===== src/rtl/counter_ctrl_pkg.sv =====
// rtl/counter_ctrl_pkg.sv - shared encodings and defaults for the counter sequencing controller
package counter_ctrl_pkg;

    localparam int CNT_W_DEF = 4;
    localparam int DIV_W_DEF = 8;
    localparam int IO_W_DEF  = 8;

    typedef enum logic [1:0] {
        OP_STOP    = 2'b00,
        OP_RUN     = 2'b01,
        OP_LOAD    = 2'b10,
        OP_ONESHOT = 2'b11
    } op_e;

    typedef enum logic [1:0] {
        IDLE    = 2'b00,
        RUN     = 2'b01,
        ONESHOT = 2'b10,
        LOAD    = 2'b11
    } state_e;

    function automatic logic is_count_op(input op_e op);
        return (op == OP_RUN) || (op == OP_ONESHOT);
    endfunction

endpackage


===== src/rtl/counter_prescaler.sv =====
// rtl/counter_prescaler.sv - programmable divider producing the registered counter step strobe
module counter_prescaler #(
    parameter int DIV_W = 8
) (
    input  logic             clk,
    input  logic             rst,
    input  logic             clear,
    input  logic             enable,
    input  logic             halt,
    input  logic [DIV_W-1:0] div,
    output logic             tick,
    output logic             cnt_en
);

    logic [DIV_W-1:0] pcnt_q, pcnt_d;
    logic             en_q, en_d;

    assign tick   = enable && !clear && (pcnt_q == div);
    assign cnt_en = en_q;

    // Anything other than an uninterrupted count mode parks the divider at zero.
    always_comb begin
        pcnt_d = '0;
        en_d   = 1'b0;
        if (enable && !clear) begin
            if (pcnt_q == div) begin
                pcnt_d = '0;
                en_d   = !halt;
            end else begin
                pcnt_d = pcnt_q + DIV_W'(1);
            end
        end
    end

    always_ff @(posedge clk) begin
        if (rst) begin
            pcnt_q <= '0;
            en_q   <= 1'b0;
        end else begin
            pcnt_q <= pcnt_d;
            en_q   <= en_d;
        end
    end

endmodule


===== src/rtl/counter_ctrl.sv =====
// rtl/counter_ctrl.sv - command-driven run/stop/load/one-shot sequencer for the project counter
module counter_ctrl
    import counter_ctrl_pkg::*;
#(
    parameter int CNT_W = CNT_W_DEF,
    parameter int DIV_W = DIV_W_DEF,
    parameter int IO_W  = IO_W_DEF
) (
    input  logic             clk,
    input  logic             rst,
    input  logic             cmd_valid,
    output logic             cmd_ready,
    input  logic [1:0]       cmd_op,
    input  logic             cmd_dir,
    input  logic [DIV_W-1:0] cmd_div,
    input  logic [CNT_W-1:0] cmd_data,
    input  logic [CNT_W-1:0] cnt_value,
    output logic             cnt_en,
    output logic             cnt_up,
    output logic             cnt_load,
    output logic [CNT_W-1:0] cnt_load_val,
    output logic             busy,
    output logic             done,
    output logic [IO_W-1:0]  io_oeb
);

    state_e           state_q, state_d;
    logic [DIV_W-1:0] div_q, div_d;
    logic             up_q, up_d;
    logic             load_q, load_d;
    logic [CNT_W-1:0] load_val_q, load_val_d;
    logic             done_q, done_d;
    logic             busy_q, busy_d;
    logic             started_q, started_d;

    op_e              op;
    logic             cmd_fire;
    logic             counting;
    logic             tick;
    logic             finish;
    logic [CNT_W-1:0] nxt;
    logic [CNT_W-1:0] terminal;

    assign op        = op_e'(cmd_op);
    assign cmd_ready = (state_q != LOAD);
    assign cmd_fire  = cmd_valid && cmd_ready;
    assign counting  = (state_q == RUN) || (state_q == ONESHOT);

    counter_prescaler #(.DIV_W(DIV_W)) u_prescaler (
        .clk    (clk),
        .rst    (rst),
        .clear  (cmd_fire && is_count_op(op)),
        .enable (counting && !cmd_fire),
        .halt   (finish),
        .div    (div_q),
        .tick   (tick),
        .cnt_en (cnt_en)
    );

    // Look at where the counter will sit after this edge, including a step already in flight.
    assign nxt      = cnt_en ? (up_q ? cnt_value + CNT_W'(1) : cnt_value - CNT_W'(1)) : cnt_value;
    assign terminal = up_q ? {CNT_W{1'b1}} : {CNT_W{1'b0}};
    assign finish   = (state_q == ONESHOT) && tick && (nxt == terminal);

    always_comb begin
        state_d    = state_q;
        div_d      = div_q;
        up_d       = up_q;
        load_d     = 1'b0;
        load_val_d = load_val_q;
        done_d     = 1'b0;
        started_d  = started_q;
        if (state_q == LOAD) begin
            state_d = IDLE;
        end
        if (cmd_fire) begin
            unique case (op)
                OP_STOP: state_d = IDLE;
                OP_RUN, OP_ONESHOT: begin
                    state_d   = (op == OP_RUN) ? RUN : ONESHOT;
                    div_d     = cmd_div;
                    up_d      = cmd_dir;
                    started_d = 1'b1;
                end
                OP_LOAD: begin
                    state_d    = LOAD;
                    load_d     = 1'b1;
                    load_val_d = cmd_data;
                    started_d  = 1'b1;
                end
                default: state_d = IDLE;
            endcase
        end else if (finish) begin
            state_d = IDLE;
            done_d  = 1'b1;
        end
        busy_d = (state_d == RUN) || (state_d == ONESHOT);
    end

    always_ff @(posedge clk) begin
        if (rst) begin
            state_q    <= IDLE;
            div_q      <= '0;
            up_q       <= 1'b1;
            load_q     <= 1'b0;
            load_val_q <= '0;
            done_q     <= 1'b0;
            busy_q     <= 1'b0;
            started_q  <= 1'b0;
        end else begin
            state_q    <= state_d;
            div_q      <= div_d;
            up_q       <= up_d;
            load_q     <= load_d;
            load_val_q <= load_val_d;
            done_q     <= done_d;
            busy_q     <= busy_d;
            started_q  <= started_d;
        end
    end

    assign cnt_up       = up_q;
    assign cnt_load     = load_q;
    assign cnt_load_val = load_val_q;
    assign busy         = busy_q;
    assign done         = done_q;
    assign io_oeb       = {{(IO_W-CNT_W){1'b1}}, {CNT_W{~started_q}}};

endmodule


===== config.mk =====
export PLATFORM = sky130hd
export DESIGN_NAME = counter_ctrl
export DESIGN_NICKNAME = d
export VERILOG_FILES = /design/src/rtl/counter_ctrl_pkg.sv /design/src/rtl/counter_prescaler.sv /design/src/rtl/counter_ctrl.sv
export SDC_FILE = /design/constraint.sdc
export NUM_CORES = 1
export LEC_CHECK = 0
export ABC_AREA = 1
export CORE_AREA = 2 2 48 73
export CTS_BUF_LIST = sky130_fd_sc_hd__clkbuf_16
export CTS_CLUSTER_SIZE = 8
export DETAILED_ROUTE_END_ITERATION = 7
export DIE_AREA = 0 0 50 75
export PLACE_DENSITY = 0.89
export SETUP_SLACK_MARGIN = 0.15
export SYNTH_ARGS = -nofsm -noshare
export SYNTH_HDL_FRONTEND = slang
export SYNTH_SLANG_ARGS = --single-unit

===== constraint.sdc =====
create_clock -name clk -period 3.9 [get_ports clk]
set_clock_uncertainty 0.1 [all_clocks]
set_input_delay 0.39 -clock clk [delete_from_list [all_inputs] [get_ports clk]]
set_output_delay 0.39 -clock clk [all_outputs]
set_load 0.02 [all_outputs]

Word level (Yosys, flattened, before mapping)
Index checks and enable logic that the tools add are counted.
{"block": "classes", "bitwise_logic": 4, "n_shift": 0, "n_eq_ne": 11, "n_div": 0, "order_cmp": 0, "n_mux": 10, "addsub": 3, "reduce_logical": 23, "n_mul": 0}
{"op": "2-to-1 mux 4 bit", "n": 3}
{"op": "equality test 2 bit (second input constant)", "n": 5}
{"op": "OR reduction 3 bit", "n": 3}
{"op": "adder 8 x 1 -> 8 bit (second input constant)", "n": 1}
{"op": "equality test 8 bit", "n": 1}
{"op": "2-to-1 mux 2 bit", "n": 4}
{"op": "logical AND 1 bit", "n": 7}
{"op": "equality test 2 x 1 -> 1 bit (second input constant)", "n": 3}
{"op": "one-hot mux 2 bit (3 select lines)", "n": 1}
{"op": "AND reduction 2 bit", "n": 3}
{"op": "OR reduction 2 bit", "n": 3}
{"op": "adder 4 x 1 -> 4 bit (second input constant)", "n": 1}
{"op": "equality test 4 bit", "n": 1}
{"op": "inverter 1 bit", "n": 4}
{"op": "subtractor 4 x 1 -> 4 bit (second input constant)", "n": 1}
{"op": "zero test 1 bit", "n": 3}
{"op": "logical OR 1 bit", "n": 3}
{"op": "zero test 2 bit", "n": 1}
{"op": "2-to-1 mux 1 bit", "n": 2}
{"op": "inequality test 2 bit (second input constant)", "n": 1}
{"block": "totals", "input_bits": 22, "elab_cells": 61, "mem_count": 0, "out_inout_bits": 18, "latchBits": 0, "regBits": 28, "ram_bits": 0, "romBits": 0}

Logic depth before layout (Yosys ltp)
Gate-level depths: netlist of run 1.
{"block": "depth", "word_depth": 12, "ltp_mapped": 14, "mapped_depth_nobuf": 14}

Hierarchy
A second synthesis of run 1 with hierarchy kept.
{"block": "unflattened", "cells_unflattened": 228, "hier_area_um2": 1619.1}
{"module": "counter_ctrl", "instances": 1, "seq_area_each_um2": 380.4, "cells_per_inst": 158, "area_per_inst_um2": 1116.1}
{"module": "counter_prescaler", "instances": 1, "seq_area_each_um2": 180.2, "cells_per_inst": 70, "area_per_inst_um2": 503.0}

Least setup slack after synthesis of run 1
Ideal clock, no wire load.
{"block": "synth_timing", "path_kind": "flip-flop to flip-flop", "from": "register up_q (netlist: cnt_up)", "to": "register busy_q (netlist: busy)", "n_path_buf": 0, "setup_slack_ps": 1856, "path_stages_with_launch": 14, "period_less_slack_ps": 2044, "t_arrival_ps": 1831, "setup_time_ps": 112, "required_ps": 3688, "cell_sequence": "dfxtp_1 inv_1 fa_1 nand2_1 nand3_1 nand2_1 inv_1 nand3_2 nor2_4 nand3_2 nand2_2 nand2_1 nand2_1 nand2_1"}
{"block": "synth_via", "elab_chain_len": 8, "elab_cells_between_ends": 10, "cone_classes": "eq/ne (3); mux (5); reduce/logical (2)"}
{"item": "start, declared", "line_no": "counter_ctrl.sv:29", "source": "logic up_q, up_d;"}
{"item": "start signal, assigned", "line_no": "counter_ctrl.sv:113", "source": "up_q <= up_d;"}
{"item": "2-to-1 mux 4 bit (2 in a row)", "line_no": "counter_ctrl.sv:61", "source": "assign nxt = cnt_en ? (up_q ? cnt_value + CNT_W'(1) : cnt_value - CNT_W'(1)) : cnt_value;"}
{"item": "equality test 4 bit (*)", "line_no": "counter_ctrl.sv:63", "source": "assign finish = (state_q == ONESHOT) && tick && (nxt == terminal);"}
{"item": "logical AND 1 bit (*)", "line_no": "counter_ctrl.sv:63"}
{"item": "2-to-1 mux 2 bit (*)", "line_no": "counter_ctrl.sv:93", "source": "end else if (finish) begin"}
{"item": "2-to-1 mux 2 bit (*)", "line_no": "counter_ctrl.sv:76", "source": "if (cmd_fire) begin"}
{"item": "equality test 2 x 1 -> 1 bit or equality test 2 bit (tied branches)", "line_no": "counter_ctrl.sv:97", "source": "busy_d = (state_d == RUN) || (state_d == ONESHOT);"}
{"item": "logical OR 1 bit (*)", "line_no": "counter_ctrl.sv:97"}
{"item": "end signal, assigned", "line_no": "counter_ctrl.sv:117", "source": "busy_q <= busy_d;"}
{"item": "end, declared", "line_no": "counter_ctrl.sv:33", "source": "logic busy_q, busy_d;"}
Every way passes the cells marked *; elsewhere a longest branch is shown, timed or not.
A chain may end at the register's enable or synchronous reset.

Final worst setup path of run 1
{"block": "layout_timing", "from": "input cmd_op[1]", "to": "register div_q[3]"}
{"block": "layout_via", "elab_chain_len": 3, "elab_cells_between_ends": 4, "cone_classes": "eq/ne (2); reduce/logical (2)"}
{"item": "start, declared", "line_no": "counter_ctrl.sv:13", "source": "input logic [1:0] cmd_op,"}
{"item": "equality test 2 bit or equality test 2 x 1 -> 1 bit (tied branches)", "line_no": "counter_ctrl.sv:77", "source": "unique case (op)"}
{"item": "OR reduction 2 bit (*)", "line_no": "counter_ctrl.sv:77"}
{"item": "AND reduction 2 bit (no source line) (*)"}
{"item": "end signal, assigned", "line_no": "counter_ctrl.sv:112", "source": "div_q <= div_d;"}
{"item": "end, declared", "line_no": "counter_ctrl.sv:28", "source": "logic [DIV_W-1:0] div_q, div_d;"}
Marks and branches as above.

==> impl_results.md, run 1 <==
- Run status: finished, final reports clean
- Setup TNS: 0 ps
- CP required: 3960 ps
- Worst path cell trace: clkdlybuf4s50_1 -> inv_1 -> ha_1 -> o21ai_1 -> inv_1 -> nor2_1 -> nor2_1
- Syn Std Cell Area: 0.00157 mm2
- Share of cells above drive strength 1: 0.0645
- Post-DP HPWL: ~2300 um
- CTS resizes: 0
- Final WL: 3020 um
- Cts bufs inserted: 3
- Longest Clk Path Bufs: 2
- Drt pass-1 iters: 4
- First-pass GRT wire length: 5000 um
- Seq cells post-synth: 28
- Per-cell routed wire length: 10.5 um
- Final Cell Area: 0.00198 mm2
- Largest delay share family, worst path: buffers and inverters
- Skew-Pair Late Insertion Delay: 260 ps
- Top_reg_cell synth: dfxtp_1
- GRT Total Usage: 0.171
- FILL cells: approximately 270
- Hold WS: 363 ps
- Initial Util: 0.506
- Peak VDD IR: 261 uV
- Area Growth Syn to Fin: 26.5%
- IO buf count: 35
- Clock sink count: 28
- Via count: about 1.4k
- EDFF count, synth: 0
- Vias in the first global route: about 1.3k
- Critical Path AT: between 2000 and 2500 ps
- Crit Reg-Reg Startpoint: cnt_up
- Cell count after synthesis: 216
- Synth area leaders: dfxtp_1 (36%), nand2_1 (11%), ha_1 (8.8%)
- Clock-pin transition on the worst setup and hold timing paths: 70 ps
- CTS tree: yes
- Fin crit period: 2270 ps
- Post-CTS Setup Repair Bufs: 0
- Fmax: approximately 440 MHz
- Pin count of the biggest net entering global routing: 16
- Via/cell ratio: 4.81
- Fin. Hold Viols: 0
- Crit. End Element: register
- Setup violations, final: 0
- WS Path Type: in -> reg
- Initial DRC count: 40
- Slowest-stage cell, CP: o21ai_1
- Buf+Inv Stages, Crit Path: 3
- Yosys top cell area share: 0.358
- Worst path max stage delay: 660 ps
- CP Max Fanout: 13
- # hold bufs at CTS: 0
- Row cnt: 25
- # diodes: 0
- DRT antenna net count: 0
- Post-synth top area cell: dfxtp_1
- Final WS setup: 1630 ps
- Dpl cell area: 0.00190 mm2
- Die height: 75 um
- Hold_sp: cnt_load_val[0]
- Worst rel slew slack: 0.436
- Yosys cell types: 30
- DRC Markers: 0
- PwrDens: 336 mW/mm2
- CP startpoint kind: input pin
- CP startpoint: cmd_op[1]
- Hold WC Path Type: reg -> reg
- Clock root buffer: clkbuf_16
- Max-slew violation count: 0
- Gr ovfl total: 0
- # IOs: 40
- Seq/Total Area, Yosys: 0.358
- Initial antenna violation count: 0
- Pre-CTS setup slack: roughly 1400 ps
- Ys Warns: 0
- Pleak: 0.866 nW
- Crit share post-route: 0.582
- Post-layout util: 0.640
- Placer Congestion: 0.753
- Ys async rst share: 0
- Synthesized area per cell: 7.26 um2
- Worst slew pin tran: approximately 840 ps
- RSZ-0062 raised after global routing: false
- H-tree depth: 1
- Max-Cap Viols: 0
- Die X-Extent: 50 um
- Final nets: about 280
- Core ar.: between 0.003 and 0.004 mm2
- Die area: roughly 0.0038 mm2
[per-stage QoR]
step                      power [mW]  std cells
after floorplan                0.398        219
after global placement         0.438        284
after detailed placement       0.442        284
after CTS                      0.673        288
after global routing           0.695        288
final                          0.667        288
[sequential cells by signal, summed over array words and instances (netlist names)]
| signal | cells |
|---|---|
| u_prescaler.cnt_en | 1 |
| state_q | 2 |
| div_q | 8 |
| cnt_load_val | 4 |
| started_q | 1 |
| done | 1 |
| u_prescaler.pcnt_q | 8 |
| cnt_up | 1 |
| busy | 1 |
| cnt_load | 1 |
[metal layers]
layer	part of all wire	vias up	global-route usage
met3	0.041	7	0.0258
met1	0.40	611	0.181
met5	0	-	0
met2	0.54	40	0.323
li1	-	727	-
met4	0.020	0	0.0895
[cell usage after synthesis (all sizes together) (2+ instances only)]
cell / count
inv: 31
clkbuf: 2
o21ai: 11
ha: 11
or2: 3
nand3: 16
xnor2: 5
buf: 8
nor2: 26
nand2: 51
a21oi: 14
dfxtp: 28
nor3b: 2
nor3: 2
[area by class of cell]
class                   count  area, um2  area share
inverters                  31        124      0.0625
clock buffers               3       75.1      0.0379
multi-input cells         150        820       0.413
clock inverters             1       3.75     0.00189
flip-flops and latches     28        561       0.283
repair buffers             35        350       0.177
well taps                  40       50.0      0.0252
[layout by cell type (no fill, tap or decap)]
cell type and count:
a21oi_1 14, inv_8 1, nor2_2 1, nor2_4 1, nand2_1 47, or2_2 1, and3_1 1, ha_1 11
nand3_2 3, nor3b_1 2, nand3_1 13, inv_2 2, nor2_1 24, o211ai_1 1, dfxtp_1 28, clkinv_1 1
nor3_1 2, or2_1 2, fa_1 1, o21ai_0 4, conb_1 4, nand2_2 4, inv_1 28, clkbuf_16 3
o21a_1 1, o21ai_1 7, xnor2_1 5, xor2_1 1, clkdlybuf4s50_1 35
[worst paths after layout]
kind	cells after the start	slack [ps]	to
setup / recovery	7	1630	div_q[3]
setup reg to reg	14	1850	busy
hold reg to reg	2	360	cnt_load_val[0]
hold / removal	2	360	cnt_load_val[0]
[power by group]
part / total, mW / internal [mW] / switching, mW / leakage [nW]
Sequential: 0.307 / 0.299 / 0.00836 / 0.229
Combinational: 0.129 / 0.0590 / 0.0697 / 0.598
Clock: 0.231 / 0.137 / 0.0937 / 0.0385
Total: 0.667 / 0.495 / 0.172 / 0.866
[logic make-up (layout without fill, tap and decap cells)]
group | count (synthesis) | after routing | synth area share
other | 1 | 4 | 0.00239
adders and majority gates | 12 | 12 | 0.101
xor gates and xnor gates | 6 | 6 | 0.0335
AOI/OAI and AO/OA | 27 | 27 | 0.0894
buffers and inverters | 41 | 70 | 0.127
and+or+nand+nor | 101 | 101 | 0.290
DFF | 28 | 28 | 0.358
[worst min-delay path, delay by kind of cell (launching register included)]
kind / cells / cell delay, ps
AND/OR/NAND/NOR: 1 / 60
flip-flops: 1 / 310
AO/OA/AOI/OAI: 1 / 50
Power figures use the tool's default switching activity.
==> inputs of run 2 (changes only) <==
Settings changed: CORE_AREA 2 2 48 73 to 2 2 50 75, DIE_AREA 0 0 50 75 to 0 0 52 77, PLACE_DENSITY 0.89 to 0.84.
Clock period 3.9 ns to 2.25 ns, I/O delays scaled along.
==> impl_results.md, run 2 (synthesis gave the netlist of run 1 again) <==
- Run status: finished, final reports clean
- Post-CTS Setup Repair Bufs: 0
- Buf+Inv Stages, Crit Path: 2
- Longest Clk Path Bufs: 2
- Max-slew violation count: 0
- Setup violations, final: 0
- Pin count of the biggest net entering global routing: 17
- Critical Path AT: 1980 ps
- Via/cell ratio: about 4.8
- Pleak: approximately 0.92 nW
- Final WS setup: 333 ps
- Hold_sp: cnt_load_val[2]
- Post-DP HPWL: 2430 um
- Worst path cell trace: inv_4 -> fa_1 -> inv_1 -> nand2_1 -> nand2_1 -> nand2_1 -> nand2_1 -> nand3_2 -> nor2_4 -> nand3_2 -> nand2_2 -> nand2_1 -> nand2_1 -> nand2_1
- Final nets: around 290
- Fmax: between 500 and 600 MHz
- Crit path top cell by count: nand2_1
- CP Max Fanout: 6
- Peak VDD IR: 589 uV
- Per-cell routed wire length: 10.4 um
- Initial DRC count: 20
- Worst path max stage delay: ~460 ps
- Share of cells above drive strength 1: 0.0949
- Area Growth Syn to Fin: 31.4%
- Skew-Pair Late Insertion Delay: between 200 and 300 ps
- Final Cell Area: 0.00206 mm2
- Cts bufs inserted: 3
- # IOs: 40
- Commonest non-fill, non-tap cell in the layout: nand2_1
- DRC Markers: 0
- Final Power: about 1.3 mW
- Die height: between 70 and 80 um
- First-pass GRT wire length: 5190 um
- WS Path Type: reg -> reg
- Core ar.: 0.00335 mm2
- Pre-CTS setup slack: 12.1 ps
- Initial antenna violation count: 0
- Setup TNS: 0 ps
- RR Endpoint: busy
- Fin. Hold Viols: 0
- Clock sink count: 28
- R2r setup slk: 330 ps
- Placer Congestion: 0.821
- H-tree depth: 1
- Row cnt: 26
- DRT antenna net count: 0
- CTS resizes: 0
- Die X-Extent: about 52 um
- # diodes: 0
- Vias in the first global route: ~1.3k
- Worst Hold Path Cells: 2
- Max-Cap Viols: 0
- Fin crit period: 1920 ps
- Drt pass-1 iters: 6
- Largest delay share family, worst path: simple AND/OR/NAND/NOR gates
- Crit Reg-Reg Startpoint: cnt_up
- Die area: 0.00400 mm2
- Commonest cells after routing, fill and taps aside: nand2_1 (47), clkdlybuf4s50_1 (33), inv_1 (27), dfxtp_1 (27), nor2_1 (24)
- CTS tree: yes
- Clock root buffer: clkbuf_16
- Slowest-stage cell, CP: fa_1
- CP required: 2310 ps
- Dpl cell area: 0.00194 mm2
- Min-Delay Endpoint: cnt_load_val[2]
- # hold bufs at CTS: 0
- Crit. End Element: register
- Via count: between 1k and 1.5k
- Crit share post-route: 0.852
- PwrDens: 622 mW/mm2
- Clock-pin transition on the worst setup and hold timing paths: 70 ps
- GRT Total Usage: 0.166
- CP startpoint kind: register
- Initial Util: 0.468
- Hold WC Path Type: reg -> reg
- Gr ovfl total: 0
- Final WL: 3070 um
- RSZ-0062 raised after global routing: false
- Reg2Reg Depth: 14
- Cell depth of the worst setup path: 14
- IO buf count: 35
==> run 2: cell types whose count changed in the layout (fill, tap and decap cells not counted) <==
cell	previous run	this run
dlymetal6s2s_1	0	2
dfxtp_1	28	27
inv_1	28	27
dfxtp_4	0	1
inv_4	0	1
clkdlybuf4s50_1	35	33
bufinv_16	0	1
buf_4	0	5
clkinv_1	1	0
==> run 2: through the flow <==
step                instances   util  hold WS, ps
finish                    295  0.615          362
global route              295  0.615          398
CTS                       295  0.612          366
detailed placement        291  0.580          356
global placement          291  0.580          346
floorplan                 219      -          255
==> run 2: worst register-to-register path, cell delays in order, from the launching register on <==
cell,delay (ps)
dfxtp_4,380
inv_4,60
fa_1,460
inv_1,70
nand2_1,40
nand2_1,70
nand2_1,50
nand2_1,60
nand3_2,90
nor2_4,110
nand3_2,70
nand2_2,80
nand2_1,60
nand2_1,60
nand2_1,40
==> run 2: metal layers <==
metal	wire length [um]	GRT usage
met3	88	0.0195
met4	42	0.0553
met1	1210	0.171
met2	1720	0.323
met5	0	0
==> run 2: layout make-up <==
class / count / area, um2
Sequential cell: 28 / 564
Tap cell: 42 / 52.6
Fill cell: 304 / 1290
Inverter: 31 / 126
Timing Repair Buffer: 40 / 393
Clock buffer: 3 / 75.1
Multi-Input combinational cell: 150 / 820
Clock inverter: 1 / 30.0
==> run 2: worst max path at each step <==
| stage | start | endpoint | slack, ps |
|---|---|---|---|
| floorplan | cnt_up | busy | 210 |
| global route | cnt_up | busy | 170 |
| finish | cnt_up | busy | 330 |
| CTS | cnt_up | busy | 190 |
| global placement | cnt_value[0] | busy | 60 |
| detailed placement | cnt_value[0] | busy | 10 |
==> run 2: power by group <==
part / internal (mW) / total [mW] / leakage, nW / switching, mW
clock network: 0.354 / 0.519 / 0.0511 / 0.165
registers: 0.518 / 0.533 / 0.229 / 0.0153
logic: 0.108 / 0.231 / 0.638 / 0.122
total: 0.980 / 1.28 / 0.918 / 0.303
==> inputs of run 3 (changes only) <==
--- a/config.mk
+++ b/config.mk
@@ -8,3 +8,3 @@
 export ABC_AREA = 1
-export CORE_AREA = 2 2 50 75
+export CORE_AREA = 2 2 48 73
 export CTS_BUF_LIST = sky130_fd_sc_hd__clkbuf_16
@@ -12,4 +12,4 @@
 export DETAILED_ROUTE_END_ITERATION = 7
-export DIE_AREA = 0 0 52 77
-export PLACE_DENSITY = 0.84
+export DIE_AREA = 0 0 50 75
+export PLACE_DENSITY = 0.89
 export SETUP_SLACK_MARGIN = 0.15
==> constraint.sdc (replaced) <==
create_clock -name clk -period 2.3 [get_ports clk]
set_clock_uncertainty 0.1 [all_clocks]
set_input_delay 0.69 -clock clk [delete_from_list [all_inputs] [get_ports clk]]
set_output_delay 0.69 -clock clk [all_outputs]
set_load 0.02 [all_outputs]
==> impl_results.md, run 3 (synthesis gave the netlist of run 1 again) <==
- IO buf count: 35
- First-pass GRT wire length: around 5400 um
- CP Max Fanout: 2
- PwrDens: 605 mW/mm2
- Dpl cell area: 0.00198 mm2
- Placer Congestion: 0.787
- Peak VDD IR: 571 uV
- # diodes: 0
- Crit share post-route: 0.916
- Pin count of the biggest net entering global routing: 17
- Die X-Extent: about 50 um
- Die area: 0.00375 mm2
- Largest delay share family, worst path: buffers and inverters
- Cell depth of the worst setup path: 9
- Setup violations, final: 0
- Hold WS: ~370 ps
- Clock Power Share: 0.399
- Commonest non-fill, non-tap cell in the layout: nand2_1
- Per-cell routed wire length: 11.8 um
- WS Path Type: in -> reg
- Gr ovfl total: 0
- RSZ-0062 raised after global routing: true
- CTS tree: yes
- Max-slew violation count: 0
- Pint: 0.968 mW
- Worst Hold Path Cells: 2
- GRT Total Usage: 0.188
- Initial Util: 0.506
- Initial DRC count: 24
- Pleak: roughly 0.96 nW
- Run status: finished, final reports clean
- Sequential share of power: 0.410
- Final WS setup: 193 ps
- P_sw: between 0.3 and 0.4 mW
- Setup TNS: 0 ps
- Clock root buffer: clkbuf_16
- FILL cells: between 200 and 250
- # IOs: 40
- Via count: approximately 1.5k
- CP startpoint kind: input pin
- Longest Clk Path Bufs: 2
- Final nets: 294
- Critical Path AT: about 2200 ps
- Pre-CTS setup slack: -420 ps
- DP Cell Count: 294
- Slowest-stage cell, CP: clkdlybuf4s50_1
- Via/cell ratio: 5.02
- Fmax: 475 MHz
- Core ar.: 0.00310 mm2
- Final Power: 1.27 mW
- Comb power frac: 0.191
- Crit. End Element: register
- Final Cell Area: 0.00211 mm2
- Worst path max stage delay: 470 ps
- Die height: 75 um
- R2r setup slk: roughly 300 ps
- Area Growth Syn to Fin: 34.4%
- Clock-pin transition on the worst setup and hold timing paths: about 70 ps
- Share of cells above drive strength 1: 0.131
- Clock sink count: 28
- Drt pass-1 iters: 4
- Row cnt: 25
- Hold WC Path Type: reg -> reg
- DRC Markers: 0
- Max-Cap Viols: 0
- Reg2Reg Depth: 14
- DRT antenna net count: 0
- Post-layout util: 0.680
- Fin. Hold Viols: 0
- # hold bufs at CTS: 0
- Sw frac: 0.240
- Skew-Pair Late Insertion Delay: 260 ps
- H-tree depth: 1
- Final WL: 3540 um
- Fin crit period: 2110 ps
- Cts bufs inserted: 3
- Vias in the first global route: 1395
- Post-DP HPWL: 2550 um
- CP required: 2400 ps
- Buf+Inv Stages, Crit Path: 3
- Commonest cells after routing, fill and taps aside: nand2_1 (47), clkdlybuf4s50_1 (30), inv_1 (27), dfxtp_1 (27), nor2_1 (24)
- Initial antenna violation count: 0
- Worst path cell trace: clkdlybuf4s50_1 -> inv_1 -> ha_1 -> or2_1 -> o21ai_1 -> inv_1 -> nor2_1 -> nand2_1 -> nand2_1
- Post-route insts no fill: 299
-- run 3: power by group through the flow --
| stage | Combinational, mW | Clock, mW | Sequential [mW] |
|---|---|---|---|
| 5_1_grt | 0.268 | 0.540 | 0.524 |
| 3_5_place_dp | 0.235 | 0 | 0.532 |
| 4_1_cts | 0.245 | 0.515 | 0.521 |
| 2_1_floorplan | 0.138 | 0 | 0.538 |
| 6_report | 0.244 | 0.508 | 0.522 |
| 3_3_place_gp | 0.229 | 0 | 0.532 |
-- run 3: worst paths after layout --
| check | startpoint | to |
|---|---|---|
| worst max-delay path | cmd_op[0] | busy |
| worst min-delay path | cnt_load_val[1] | cnt_load_val[1] |
| worst max register to register | cnt_up | busy |
| worst min register to register | cnt_load_val[1] | cnt_load_val[1] |
-- run 3: final cells by class --
class	count	area, um2	share of cell area
Clock buffer	3	75.1	0.0356
Clock inverter	1	30.0	0.0143
Tap cell	40	50.0	0.0238
Inverter	31	124	0.0588
Multi-Input combinational cell	150	840	0.398
Sequential cell	28	562	0.267
Timing Repair Buffer	46	427	0.202
-- run 3: per-layer routing --
layer | vias to the layer above | global-route usage | share of wire
met2 | 41 | 0.412 | 0.59
met1 | 702 | 0.154 | 0.36
met5 | - | 0 | 0
li1 | 751 | - | -
met3 | 6 | 0.0278 | 0.032
met4 | 0 | 0.0895 | 0.016
-- run 3: worst reg2reg max path, delay by kind of cell, from the launching register on --
family,cells,cell delay (ps)
fa+ha+maj,1,480
buf+inv,2,170
simple gates,11,760
flops,1,380
-- run 3: timing repair --
item	CTS	global route
buffers inserted	1	0
pin swaps	4	6
endpoints found under the setup margin	5	5
gates resized for setup	8	7
cloned	0	0
